### config.mk
export PLATFORM = sky130hd
export DESIGN_NAME = operand_fetch
export DESIGN_NICKNAME = d
export VERILOG_FILES = /design/src/rtl/cpu_pkg.sv /design/src/rtl/operand_bypass_mux.sv /design/src/rtl/operand_fetch.sv
export SDC_FILE = /design/constraint.sdc
export NUM_CORES = 1
export LEC_CHECK = 0
export ABC_CLOCK_PERIOD_IN_PS = 5700
export BUFFER_PORTS_ARGS = -buffer_cell sky130_fd_sc_hd__buf_2
export CORE_ASPECT_RATIO = 0.7
export CORE_MARGIN = 5
export CORE_UTILIZATION = 33
export DETAILED_ROUTE_END_ITERATION = 8
export HOLD_SLACK_MARGIN = 0.08
export PLACE_DENSITY = 0.65
export SYNTH_ARGS = -nofsm -noshare
export SYNTH_HDL_FRONTEND = slang
export SYNTH_SLANG_ARGS = --single-unit
export TNS_END_PERCENT = 20
### constraint.sdc
create_clock -name clock -period 5.7 [get_ports clock]
set_input_delay 1.14 -clock clock [delete_from_list [all_inputs] [get_ports clock]]
set_output_delay 1.14 -clock clock [all_outputs]
set_load 0.01 [all_outputs]
### src/rtl/cpu_pkg.sv
// Shared CPU definitions: default operand/index widths, opcode width and the
// operand-fetch occupancy states.
package cpu_pkg;

    localparam int DATA_WIDTH_DEF = 8;
    localparam int ADDR_WIDTH_DEF = 3;
    localparam int OP_WIDTH       = 4;

    typedef enum logic [1:0] {
        ST_EMPTY = 2'd0,
        ST_FULL  = 2'd1,
        ST_HELD  = 2'd2
    } of_state_e;

endpackage

### src/rtl/operand_bypass_mux.sv
// Per-operand select: compares a register index against the write-back port
// and substitutes the write-back data on a match.
module operand_bypass_mux
    import cpu_pkg::*;
#(
    parameter int DATA_WIDTH = DATA_WIDTH_DEF,
    parameter int ADDR_WIDTH = ADDR_WIDTH_DEF
) (
    input  logic                  wb_en,
    input  logic [ADDR_WIDTH-1:0] wb_idx,
    input  logic [DATA_WIDTH-1:0] wb_data,
    input  logic [ADDR_WIDTH-1:0] sel_idx,
    input  logic [DATA_WIDTH-1:0] base_data,
    output logic                  hit,
    output logic [DATA_WIDTH-1:0] out_data
);

    assign hit      = wb_en && (wb_idx == sel_idx);
    assign out_data = hit ? wb_data : base_data;

endmodule

### src/rtl/operand_fetch.sv
// Operand fetch stage: one-entry output register with hold, flush, load-use
// interlock and write-back forwarding (OPERAND_FETCH_BYPASS_EN enables accept-time bypass).
module operand_fetch
    import cpu_pkg::*;
#(
    parameter int DATA_WIDTH = DATA_WIDTH_DEF,
    parameter int ADDR_WIDTH = ADDR_WIDTH_DEF
) (
    input  logic                  clock,
    input  logic                  resetN,
    input  logic                  validIn,
    output logic                  readyOut,
    input  logic [ADDR_WIDTH-1:0] rs1,
    input  logic [ADDR_WIDTH-1:0] rs2,
    input  logic [ADDR_WIDTH-1:0] rd,
    input  logic                  regWriteIn,
    input  logic                  memReadIn,
    input  logic [OP_WIDTH-1:0]   opIn,
    input  logic [DATA_WIDTH-1:0] immIn,
    output logic [ADDR_WIDTH-1:0] readRegister1,
    output logic [ADDR_WIDTH-1:0] readRegister2,
    input  logic [DATA_WIDTH-1:0] readData1,
    input  logic [DATA_WIDTH-1:0] readData2,
    input  logic                  wbRegWrite,
    input  logic [ADDR_WIDTH-1:0] wbRegister,
    input  logic [DATA_WIDTH-1:0] wbData,
    input  logic                  stallIn,
    input  logic                  flush,
    output logic                  validOut,
    output logic                  regWriteOut,
    output logic                  memReadOut,
    output logic [ADDR_WIDTH-1:0] rdOut,
    output logic [ADDR_WIDTH-1:0] rs1Out,
    output logic [ADDR_WIDTH-1:0] rs2Out,
    output logic [OP_WIDTH-1:0]   opOut,
    output logic [DATA_WIDTH-1:0] operandA,
    output logic [DATA_WIDTH-1:0] operandB,
    output logic [DATA_WIDTH-1:0] immOut
);

    of_state_e               state_q, state_d, phase;
    logic                    reg_write_q, reg_write_d;
    logic                    mem_read_q, mem_read_d;
    logic [ADDR_WIDTH-1:0]   rd_q, rd_d, rs1_q, rs1_d, rs2_q, rs2_d;
    logic [OP_WIDTH-1:0]     op_q, op_d;
    logic [DATA_WIDTH-1:0]   operand_a_q, operand_a_d, operand_b_q, operand_b_d;
    logic [DATA_WIDTH-1:0]   imm_q, imm_d;

    logic                    held, load_use, raw_stall, ready, accept;
    logic                    hit_a, hit_b;
    logic [ADDR_WIDTH-1:0]   sel_a, sel_b;
    logic [DATA_WIDTH-1:0]   base_a, base_b, mux_a, mux_b;

    assign readRegister1 = rs1;
    assign readRegister2 = rs2;

    assign held = (state_q == ST_FULL) && stallIn;
    assign phase = (state_q == ST_EMPTY) ? ST_EMPTY : (stallIn ? ST_HELD : ST_FULL);

    // While held the muxes refresh the stored operands; otherwise they select
    // the incoming operands, so one pair serves both forwarding paths.
    assign sel_a  = held ? rs1_q : rs1;
    assign sel_b  = held ? rs2_q : rs2;
    assign base_a = held ? operand_a_q : readData1;
    assign base_b = held ? operand_b_q : readData2;

    operand_bypass_mux #(.DATA_WIDTH(DATA_WIDTH), .ADDR_WIDTH(ADDR_WIDTH)) u_mux_a (
        .wb_en(wbRegWrite), .wb_idx(wbRegister), .wb_data(wbData),
        .sel_idx(sel_a), .base_data(base_a), .hit(hit_a), .out_data(mux_a)
    );

    operand_bypass_mux #(.DATA_WIDTH(DATA_WIDTH), .ADDR_WIDTH(ADDR_WIDTH)) u_mux_b (
        .wb_en(wbRegWrite), .wb_idx(wbRegister), .wb_data(wbData),
        .sel_idx(sel_b), .base_data(base_b), .hit(hit_b), .out_data(mux_b)
    );

    always_comb begin
        load_use = (state_q == ST_FULL) && mem_read_q && reg_write_q && validIn &&
                   ((rd_q == rs1) || (rd_q == rs2));
`ifdef OPERAND_FETCH_BYPASS_EN
        raw_stall = 1'b0;
`else
        // Without bypass the register file write lands at this edge, so the
        // read data is only correct one cycle later.
        raw_stall = validIn && (hit_a || hit_b);
`endif
        ready  = resetN && (flush || !(held || load_use || raw_stall));
        accept = validIn && ready && !flush;
    end

    always_comb begin
        state_d     = state_q;
        reg_write_d = reg_write_q;
        mem_read_d  = mem_read_q;
        rd_d        = rd_q;
        rs1_d       = rs1_q;
        rs2_d       = rs2_q;
        op_d        = op_q;
        operand_a_d = operand_a_q;
        operand_b_d = operand_b_q;
        imm_d       = imm_q;
        if (flush) begin
            state_d = ST_EMPTY;
        end else begin
            case (phase)
                ST_HELD: begin
                    operand_a_d = mux_a;
                    operand_b_d = mux_b;
                end
                default: begin
                    if (accept) begin
                        state_d     = ST_FULL;
                        reg_write_d = regWriteIn;
                        mem_read_d  = memReadIn;
                        rd_d        = rd;
                        rs1_d       = rs1;
                        rs2_d       = rs2;
                        op_d        = opIn;
                        operand_a_d = mux_a;
                        operand_b_d = mux_b;
                        imm_d       = immIn;
                    end else begin
                        state_d = ST_EMPTY;
                    end
                end
            endcase
        end
    end

    always_ff @(posedge clock) begin
        if (!resetN) begin
            state_q     <= ST_EMPTY;
            reg_write_q <= 1'b0;
            mem_read_q  <= 1'b0;
            rd_q        <= '0;
            rs1_q       <= '0;
            rs2_q       <= '0;
            op_q        <= '0;
            operand_a_q <= '0;
            operand_b_q <= '0;
            imm_q       <= '0;
        end else begin
            state_q     <= state_d;
            reg_write_q <= reg_write_d;
            mem_read_q  <= mem_read_d;
            rd_q        <= rd_d;
            rs1_q       <= rs1_d;
            rs2_q       <= rs2_d;
            op_q        <= op_d;
            operand_a_q <= operand_a_d;
            operand_b_q <= operand_b_d;
            imm_q       <= imm_d;
        end
    end

    assign readyOut    = ready;
    assign validOut    = (state_q == ST_FULL);
    assign regWriteOut = reg_write_q;
    assign memReadOut  = mem_read_q;
    assign rdOut       = rd_q;
    assign rs1Out      = rs1_q;
    assign rs2Out      = rs2_q;
    assign opOut       = op_q;
    assign operandA    = operand_a_q;
    assign operandB    = operand_b_q;
    assign immOut      = imm_q;

endmodule

Yosys cells after proc, flatten, opt, wreduce, memory -nomap -nowiden
Cells that the tools add are included.

operators by class
  equality and inequality tests = 6
  mux-type cells = 13
  bitwise operators = 3
  reductions and logical operators = 23

operators with widths
  cell                count
  $mux 8              8
  $eq 3x3->1          4
  $logic_and 1x1->1   11
  $mux 3              2
  $logic_or 1x1->1    5
  $mux 2              2
  $not 1->1           3
  $reduce_and 3->1    1
  $eq 2x1->1 const B  1
  $eq 2x2->1 const B  1
  $logic_not 1->1     2
  $logic_not 2->1     1
  $reduce_and 2->1    1
  $reduce_bool 2->1   1
  $reduce_or 2->1     1
  $mux 1              1

storage, ports and cells
  register bits after elaboration = 41
  input port bits = 56
  output and inout bits = 47
  word-level logic and storage cells = 55

Longest topological paths before layout
Gate-level depths: netlist of the first run.

  depth in word-level cells = 15
  mapped depth = 8
  gate-level depth less buffers = 6

Hierarchy
Synthesis of the first run repeated with hierarchy kept, for this count alone.

unflattened totals
  cell total of the unflattened synthesis = 251
  area total of the unflattened synthesis = 2225.9 µm²

modules (own cells, without submodules)
  module              times used  cells each  area an instance (µm²)  seq. area each (µm²)
  operand_fetch       1           225         1960.6                  800.8
  operand_bypass_mux  2           13          132.6                   0.0

Worst setup path before layout of the first run
Ideal clock, no wire load.

  kind = input port to output port
  start = input stallIn
  end = output readyOut
  arrival time = 2.442 ns
  required time = 4.560 ns
  path slack = 2.118 ns
  stages = 7
  path buffers = 1
  cell sequence = nand2_2 -> buf_6 -> or3_1 -> a32oi_4 -> o21a_2 -> o21a_1 -> o21ai_0

on the way
  longest elaborated chain between the ends = 10

ends and longest elaborated chain
  what                       line                                      source
  start: declaration         operand_fetch.sv:27                       input logic stallIn,
  $logic_and 1x1->1 *        operand_fetch.sv:57                       assign held = (state_q == ST_FULL) && stallIn;
  $mux 3 (on tied branches)  operand_fetch.sv:62, operand_fetch.sv:63
  $eq 3x3->1                 operand_bypass_mux.sv:18                  assign hit = wb_en && (wb_idx == sel_idx);
  $logic_and 1x1->1          operand_bypass_mux.sv:18
  $logic_or 1x1->1           operand_fetch.sv:85                       raw_stall = validIn && (hit_a || hit_b);
  $logic_and 1x1->1          operand_fetch.sv:85
  $logic_or 1x1->1 *         operand_fetch.sv:87                       ready = resetN && (flush || !(held || load_use || raw_stall));
  $logic_not 1->1 *          operand_fetch.sv:87
  $logic_or 1x1->1 *         operand_fetch.sv:87
  $logic_and 1x1->1 *        operand_fetch.sv:87
  end: declaration           operand_fetch.sv:12                       output logic readyOut,

Every way passes the cells marked *; elsewhere a longest branch is shown, timed or not.

Worst setup path after layout of the first run
Ends and elaborated chain as after synthesis.

==> results of run 1 <==
[critical path, stage by stage]
cell     delay, ns
buf_2         0.13
nand2_2       0.14
or3_1         0.44
a32oi_4       0.45
o21a_2        0.50
o21a_1        0.16
o21ai_0       0.09
buf_2         0.15
[cells by family (layout without fill, tap and decap cells)]
family,Yosys count,after routing
simple gates,78,78
mux,16,16
flops,40,40
xor+xnor,14,14
buf+inv,27,111
compound gates,90,90
[cells in the final DEF (no fill, tap or decap), types with 2 or more instances in the layout]
cell type / count
nand2_1: 18
a32oi_4: 2
clkbuf_8: 6
a21oi_4: 2
a21boi_0: 27
xnor2_1: 10
a21oi_1: 2
o21ai_0: 40
mux2i_1: 16
nand4_1: 2
dfxtp_1: 40
a21boi_1: 12
nand3_1: 31
a211o_1: 2
buf_2: 102
xor2_1: 4
or3_1: 3
and3_1: 20
clkinv_2: 2
[layer usage]
metal | vias up | GRT usage
li1 | 1114 | -
met3 | 2 | 0.0380
met5 | - | 0
met4 | 0 | 0.0274
met1 | 1004 | 0.223
met2 | 64 | 0.230
[final cells by class]
class,instances,area [sq um]
Fill cell,704,3860
Multi-Input combinational cell,198,1340
Timing Repair Buffer,103,518
Sequential cell,40,801
Clock inverter,2,10.0
Tap cell,94,118
Clock buffer,6,82.6
[synth_stat cells (2+ instances only)]
library cell  number
buf_6              2
a21boi_0          27
dfxtp_1           40
or3_1              3
and3_1            20
mux2i_1           16
o21ai_0           40
buf_4              8
nand4_1            2
xor2_1             4
clkbuf_1          12
a21oi_1            2
clkbuf_2           2
a211o_1            2
a32oi_4            2
nand3_1           31
nand2_1           18
a21oi_4            2
buf_1              3
xnor2_1           10
a21boi_1          12
[state kept, by name, summed over array words and instances, names as in the netlist]
name and cells:
opOut 4, rdOut 3, operandB 8, memReadOut 1, state_q 1, rs2Out 3
regWriteOut 1, rs1Out 3, immOut 8, operandA 8
[worst min path at each step]
stage,endpoint,slack (ns),depth (start not counted)
after floorplan,operandA[0]$_SDFFE_PN0P_,0.48,2
after global placement,operandB[2]$_SDFFE_PN0P_,0.45,2
after detailed placement,operandB[6]$_SDFFE_PN0P_,0.45,2
after CTS,operandB[6]$_SDFFE_PN0P_,0.46,2
after global routing,operandB[7]$_SDFFE_PN0P_,0.49,2
final,operandB[6]$_SDFFE_PN0P_,0.46,2
[stage by stage]
stage / utilization / instances
after floorplan: - / 265
after global placement: 0.412 / 435
after detailed placement: 0.412 / 435
after CTS: 0.426 / 443
after global routing: 0.426 / 443
final: 0.426 / 443
[power groups by stage]
| stage | registers, W | clock network (W) | logic [W] |
|---|---|---|---|
| after floorplan | 0.000306 | 0 | 0.0000669 |
| after global placement | 0.000302 | 0 | 0.000115 |
| after detailed placement | 0.000303 | 0 | 0.000116 |
| after CTS | 0.000296 | 0.000206 | 0.000117 |
| after global routing | 0.000297 | 0.000216 | 0.000129 |
| final | 0.000296 | 0.000195 | 0.000116 |
==> impl_metrics.env, run 1 <==
export IMPL_avgViaCountPerCell=4.93
export IMPL_die_h_microns=79.5
export IMPL_p_sw_w=0.000171
export IMPL_p_int_w=0.000436
export IMPL_wl_met2_microns=3010
export IMPL_async_reset_ff_frac=0
export IMPL_yosysWarnings=0
export IMPL_grt_pass1_vias=2080
export IMPL_layout_setup_ws_ns=1.34
export IMPL_cts_resized=0
export IMPL_wl_met1_microns=3240
export IMPL_status="complete, no violations"
export IMPL_initial_core_util=0.339
export IMPL_endpoint="readyOut"
export IMPL_io_pins=103
export IMPL_synthDistinctLibCells=28
export IMPL_antenna_found_initial=0
export IMPL_post_cts_buffers=0
export IMPL_relSlewSlack=0.225
export IMPL_grt_first_pass_wirelength_microns=10600
export IMPL_critPathRequiredTime_ns=4.56
export IMPL_clk_pin_slew_ns=0.07
export IMPL_r2r_end="operandA[2]$_SDFFE_PN0P_"
export IMPL_cp_max_fo=24
export IMPL_clk_path_buf_depth=2
export IMPL_grt_max_degree=43
export IMPL_fmax_mhz=229
export IMPL_rsz0062_at_grt="no"
export IMPL_antenna_cells=0
export IMPL_synth_seq_area_share=0.351
export IMPL_final_antenna_net_count=0
export IMPL_hp_class="reg2reg"
export IMPL_comb_power_share=0.191
export IMPL_port_buffers=102
export IMPL_place_ws_ns=1.35
export IMPL_leakage_nw=1.35
export IMPL_area_delta_synth_final_pct=25.7
export IMPL_dp_hpwl_microns=4930
export IMPL_synthCells=265
export IMPL_cp_data_arrival_time_ns=3.22
export IMPL_insertion_delay_ns=0.28
export IMPL_final_net_count=404
export IMPL_fin_crit_sh=0.766
export IMPL_grt_util_all_layers=0.153
export IMPL_die_area_sq_mm=0.00869
export IMPL_synthSimpleGateAreaFrac=0.178
export IMPL_ir_drop_v=0.0000810
export IMPL_finalHoldViolations=0
export IMPL_synth_fa_ha_area_frac=0
export IMPL_yosysTopAreaCell="dfxtp_1"
export IMPL_tritoncts="done"
export IMPL_syn_area_per_cell_sq_um=8.60
export IMPL_design_area_sq_mm=0.00286
export IMPL_synth_nets=321
export IMPL_synth_top_family_by_area="compound AO/OA/AOI/OAI gates"
export IMPL_ys_ff_latch=40
export IMPL_synth_top_flop_cell="dfxtp_1"
export IMPL_cts_sinks=40
export IMPL_synthMuxAreaShare=0.0703
export IMPL_cp_startpoint="stallIn"
export IMPL_drc_errors=0
export IMPL_synth_xor_area_frac=0.0538
export IMPL_worstMarginPinSlew_ns=1.16
export IMPL_rrSetupSlack_ns=3.04
export IMPL_whs_ns=0.457
export IMPL_layout_min_cycle_time_ns=4.36
export IMPL_dr_wl_met3_microns=423
export IMPL_gp_congestion=0.856
export IMPL_fin_worst_skew_ns=0.00538
export IMPL_routedWlPerCell_microns=15.1
export IMPL_p_seq_frac=0.488
export IMPL_synth_compound_area_share=0.281
export IMPL_pwr_share_clk=0.322
export IMPL_tns_ns=0
export IMPL_fp_row_count=25
export IMPL_htree_num_levels=2
export IMPL_maxCapViolations=0
export IMPL_drive_gt1_frac=0.341
export IMPL_setup_viol=0
export IMPL_synth_area_leaders="dfxtp_1 (35%), a21boi_0 (8.9%), o21ai_0 (8.8%)"
export IMPL_fp_coreArea_sq_mm=0.00673
export IMPL_power_w=0.000606
export IMPL_root_buffer="clkbuf_8"
export IMPL_power_density_mw_per_mm2=212
export IMPL_numCtsBuffers=5
export IMPL_synth_top_area_frac=0.351
export IMPL_synth_area_sq_mm=0.00228
export IMPL_top_layer_used="met4"
export IMPL_switching_share=0.282
export IMPL_via_count=2184
export IMPL_report_final_slew_viol_count=0
export IMPL_drt_iter0_markers=125
export IMPL_worst_setup_path_type="in2out"
export IMPL_cp_end_kind="primary output"
export IMPL_grt_overflow=0
export IMPL_reg2reg_from="state_q[0]$_SDFFE_PP0N_"
export IMPL_wl_microns=6700
export IMPL_first_pass_iters=4
export IMPL_synth_edf_count=0
export IMPL_r2r_worst_path_cells=6
export IMPL_hp_start="operandB[6]$_SDFFE_PN0P_"
export IMPL_start_kind="input pin"
export IMPL_die_x_microns=109
export IMPL_cts_hold_buf=0
export IMPL_dpl_instance_area_sq_mm=0.00277
Note: power is estimated with default switching activity, not from simulation.
==> run 2: changes to the inputs <==
ABC_CLOCK_PERIOD_IN_PS = 3900   (was 5700)
PLACE_DENSITY = 0.67   (was 0.65)
clock period = 3.9 ns   (was 5.7 ns; I/O delays follow)
==> impl_metrics.env, run 2 (synthesis gave the netlist of run 1 again) <==
export IMPL_status="complete, no violations"
export IMPL_drive_gt1_frac=0.348
export IMPL_avgViaCountPerCell=4.99
export IMPL_tns_ns=0
export IMPL_die_h_microns=79.5
export IMPL_via_count=2231
export IMPL_grt_max_degree=58
export IMPL_slowest_delay_ns=0.44
export IMPL_insertion_delay_ns=0.29
export IMPL_initial_core_util=0.339
export IMPL_p_seq_frac=0.460
export IMPL_cp_max_fo=19
export IMPL_fin_crit_sh=0.819
export IMPL_pwr_share_clk=0.356
export IMPL_path_cells="buf_2 > nand2_2 > or3_1 > a32oi_4 > buf_4 > o21a_2 > o21a_1 > o21ai_0 > buf_2"
export IMPL_layout_min_cycle_time_ns=3.19
export IMPL_die_area_sq_mm=0.00869
export IMPL_hp_class="reg2reg"
export IMPL_path_common_cell="buf_2"
export IMPL_clk_pin_slew_ns=0.08
export IMPL_seqCellArea_sq_um=801
export IMPL_cts_hold_buf=0
export IMPL_gp_congestion=0.881
export IMPL_final_cell_mix="buf_2 (102), o21ai_0 (40), dfxtp_1 (40)"
export IMPL_p_sw_w=0.000254
export IMPL_finalHoldViolations=0
export IMPL_antenna_found_initial=0
export IMPL_antenna_cells=0
export IMPL_htree_num_levels=2
export IMPL_worst_setup_path_type="in2out"
export IMPL_wl_microns=6850
export IMPL_multi_input_area_sq_mm=0.00134
export IMPL_drc_errors=0
export IMPL_start_kind="input pin"
export IMPL_wl_met1_microns=3290
export IMPL_cp_end_kind="primary output"
export IMPL_grt_overflow=0
export IMPL_first_pass_iters=4
export IMPL_setup_viol=0
export IMPL_power_density_mw_per_mm2=323
export IMPL_cts_resized=0
export IMPL_report_final_slew_viol_count=0
export IMPL_tritoncts="done"
export IMPL_post_cts_buffers=0
export IMPL_wl_met2_microns=3110
export IMPL_routedWlPerCell_microns=15.3
export IMPL_final_net_count=408
export IMPL_top_layer_used="met4"
export IMPL_ir_drop_v=0.000117
export IMPL_leakage_nw=1.38
export IMPL_drt_iter0_markers=81
export IMPL_grt_pass1_vias=2103
export IMPL_maxCapViolations=0
export IMPL_fp_coreArea_sq_mm=0.00673
export IMPL_comb_power_share=0.184
export IMPL_relSlewSlack=0.459
export IMPL_die_x_microns=109
export IMPL_p_int_w=0.000688
export IMPL_numCtsBuffers=5
export IMPL_switching_share=0.270
export IMPL_cp_slowest_cell="or3_1"
export IMPL_dr_wl_met3_microns=392
export IMPL_cp_data_arrival_time_ns=2.41
export IMPL_root_buffer="clkbuf_8"
export IMPL_layout_setup_ws_ns=0.705
export IMPL_rsz0062_at_grt="no"
export IMPL_port_buffers=102
export IMPL_cts_sinks=40
export IMPL_worstMarginPinSlew_ns=0.808
export IMPL_critPathRequiredTime_ns=3.12
export IMPL_io_pins=103
export IMPL_grt_util_all_layers=0.154
export IMPL_fp_row_count=25
export IMPL_area_delta_synth_final_pct=27.8
export IMPL_whs_ns=0.460
export IMPL_fmax_mhz=313
export IMPL_final_antenna_net_count=0
export IMPL_final_common_cell="buf_2"
export IMPL_clk_path_buf_depth=2
export IMPL_fill_cells=693
export IMPL_place_ws_ns=0.697
export IMPL_dp_hpwl_microns=5060
export IMPL_grt_first_pass_wirelength_microns=10600
export IMPL_fin_worst_skew_ns=0.00364
[run 2: through the flow]
step | area [sq um] | cells | power, W | utilization
3_3_place_gp | 2800 | 439 | 0.000613 | 0.417
4_1_cts | 2910 | 447 | 0.000957 | 0.433
6_report | 2910 | 447 | 0.000942 | 0.433
2_1_floorplan | 2280 | 265 | 0.000546 | -
5_1_grt | 2910 | 447 | 0.000995 | 0.433
3_5_place_dp | 2800 | 439 | 0.000617 | 0.417
[run 2: routing by layer]
metal,global-route usage,up-vias
met5,0,-
met4,0.0336,0
met3,0.0340,4
met2,0.237,66
met1,0.219,1034
li1,-,1127
[run 2: cell type report]
type,instances,share of cell area
multi-input cells,198,0.458
flip-flops and latches,40,0.275
repair buffers,107,0.188
well taps,94,0.0404
clock buffers,5,0.0236
clock inverters,3,0.0146
[run 2: final timing paths]
check,slack [ns],to,start,cells after the start
min,0.46,operandB[6]$_SDFFE_PN0P_,operandB[6]$_SDFFE_PN0P_,2
max reg2reg,1.39,operandA[5]$_SDFFE_PN0P_,state_q[0]$_SDFFE_PP0N_,7
min reg2reg,0.46,operandB[6]$_SDFFE_PN0P_,operandB[6]$_SDFFE_PN0P_,2
max,0.71,readyOut,stallIn,9
[run 2: critical path, delay by kind of cell]
kind	cells	cell delay, ns
buffers and inverters	3	0.53
AOI/OAI and AO/OA	4	0.53
and+or+nand+nor	2	0.57
[run 2: power groups by stage]
stage	logic [W]	registers, W	clock network, W
2_1_floorplan	0.0000977	0.000448	0
3_3_place_gp	0.000172	0.000442	0
3_5_place_dp	0.000174	0.000443	0
4_1_cts	0.000175	0.000433	0.000349
5_1_grt	0.000192	0.000435	0.000368
6_report	0.000173	0.000433	0.000336
==> run 3: changes to the inputs <==
ABC_CLOCK_PERIOD_IN_PS = 3000   (was 3900)
PLACE_DENSITY = 0.65   (was 0.67)
clock period = 3 ns   (was 3.9 ns; I/O delays follow)
==> impl_metrics.env, run 3 (synthesis gave the netlist of run 1 again) <==
export IMPL_r2r_end="operandB[1]$_SDFFE_PN0P_"
export IMPL_antenna_found_initial=0
export IMPL_relSlewSlack=0.229
export IMPL_grt_max_degree=52
export IMPL_post_cts_buffers=0
export IMPL_cp_end_kind="primary output"
export IMPL_cp_data_arrival_time_ns=2.13
export IMPL_leakage_nw=1.41
export IMPL_tns_ns=0
export IMPL_hp_start="operandB[5]$_SDFFE_PN0P_"
export IMPL_antenna_cells=0
export IMPL_cts_hold_buf=0
export IMPL_pwr_share_clk=0.440
export IMPL_layout_min_cycle_time_ns=2.73
export IMPL_grt_pass1_vias=2071
export IMPL_p_int_w=0.00107
export IMPL_fin_crit_sh=0.909
export IMPL_die_h_microns=79.5
export IMPL_tritoncts="done"
export IMPL_setup_viol=0
export IMPL_final_cell_mix="buf_2 (102), o21ai_0 (40), dfxtp_1 (40)"
export IMPL_dpl_instance_area_sq_mm=0.00281
export IMPL_ir_drop_v=0.000190
export IMPL_multi_input_area_sq_mm=0.00134
export IMPL_grt_first_pass_wirelength_microns=10400
export IMPL_grt_util_all_layers=0.149
export IMPL_wl_microns=6720
export IMPL_final_common_cell="buf_2"
export IMPL_numCtsBuffers=5
export IMPL_port_buffers=102
export IMPL_cts_sinks=40
export IMPL_die_area_sq_mm=0.00869
export IMPL_fp_coreArea_sq_mm=0.00673
export IMPL_wl_met2_microns=3010
export IMPL_maxCapViolations=0
export IMPL_root_buffer="clkbuf_8"
export IMPL_wl_met1_microns=3250
export IMPL_fp_row_count=25
export IMPL_dp_hpwl_microns=4900
export IMPL_die_x_microns=109
export IMPL_design_area_sq_mm=0.00297
export IMPL_dp_cells=440
export IMPL_first_pass_iters=4
export IMPL_fin_worst_skew_ns=0.00361
export IMPL_io_pins=103
export IMPL_insertion_delay_ns=0.29
export IMPL_clk_path_buf_depth=2
export IMPL_top_layer_used="met4"
export IMPL_gp_congestion=0.824
export IMPL_drt_iter0_markers=88
export IMPL_critPathRequiredTime_ns=2.40
export IMPL_via_count=2234
export IMPL_drc_errors=0
export IMPL_grt_overflow=0
export IMPL_r2r_worst_path_cells=7
export IMPL_drive_gt1_frac=0.350
export IMPL_fill_cells=686
export IMPL_hold_path_end="operandB[5]$_SDFFE_PN0P_"
export IMPL_initial_core_util=0.339
export IMPL_p_seq_frac=0.400
export IMPL_area_delta_synth_final_pct=30.3
export IMPL_report_final_slew_viol_count=0
export IMPL_dr_wl_met3_microns=396
export IMPL_min_path_cells=2
export IMPL_final_net_count=409
export IMPL_hp_class="reg2reg"
export IMPL_final_antenna_net_count=0
export IMPL_power_density_mw_per_mm2=474
export IMPL_seqCellArea_sq_um=801
export IMPL_finalHoldViolations=0
export IMPL_worstMarginPinSlew_ns=1.15
export IMPL_fmax_mhz=367
export IMPL_start_kind="register"
export IMPL_switching_share=0.243
export IMPL_post_layout_nonfiller_instances=448
export IMPL_rrSetupSlack_ns=0.67
export IMPL_p_sw_w=0.000341
export IMPL_routedWlPerCell_microns=15.0
export IMPL_reg2reg_from="state_q[0]$_SDFFE_PP0N_"
export IMPL_status="complete, no violations"
export IMPL_rsz0062_at_grt="no"
export IMPL_htree_num_levels=2
export IMPL_comb_power_share=0.161
export IMPL_clk_pin_slew_ns=0.08
export IMPL_cp_max_fo=11
export IMPL_worst_setup_path_type="reg2out"
export IMPL_cts_resized=0
export IMPL_avgViaCountPerCell=4.99
[run 3: power groups by stage]
stage	logic [W]	clock network [W]	registers (W)
6_report	0.000226	0.000618	0.000562
3_5_place_dp	0.000227	0	0.000575
3_3_place_gp	0.000226	0	0.000574
2_1_floorplan	0.000127	0	0.000582
4_1_cts	0.000228	0.000639	0.000562
5_1_grt	0.000249	0.000649	0.000565
[run 3: layout make-up]
class	count	share of cell area
Multi-Input combinational cell	198	0.450
Sequential cell	40	0.270
Timing Repair Buffer	108	0.187
Tap cell	94	0.0396
Clock inverter	3	0.0304
Clock buffer	5	0.0232
[run 3: worst max path at each step]
stage                                           to  slack [ns]                    start  depth (start not counted)
after floorplan                           readyOut        0.50                  stallIn                          7
after global routing                      readyOut        0.16  state_q[0]$_SDFFE_PP0N_                          7
after CTS                                 readyOut        0.26  state_q[0]$_SDFFE_PP0N_                          7
after detailed placement  operandA[6]$_SDFFE_PN0P_        0.35                   rs1[1]                          7
after global placement    operandB[7]$_SDFFE_PN0P_        0.36                   rs1[1]                          7
final                                     readyOut        0.27  state_q[0]$_SDFFE_PP0N_                          7
[run 3: metal layers]
metal | up-vias | global-route usage
met5 | - | 0
met4 | 0 | 0.0374
met3 | 5 | 0.0356
met2 | 58 | 0.230
met1 | 1050 | 0.208
li1 | 1121 | -
[run 3: worst max-delay path, stage by stage (launching register included)]
cell	delay [ns]
dfxtp_1	0.49
nand2_2	0.20
or3_1	0.45
a32oi_4	0.18
o21a_2	0.15
o21a_1	0.10
o21ai_0	0.10
buf_2	0.16
[run 3: per-stage QoR]
stage / utilization / hold WS, ns / worst slack, ns / total power [W]
finish: 0.441 / 0.464 / 0.274 / 0.00141
CTS: 0.441 / 0.466 / 0.259 / 0.00143
global route: 0.441 / 0.492 / 0.159 / 0.00146
detailed placement: 0.418 / 0.452 / 0.349 / 0.000802
floorplan: - / 0.483 / 0.498 / 0.000709
global placement: 0.418 / 0.445 / 0.363 / 0.000800
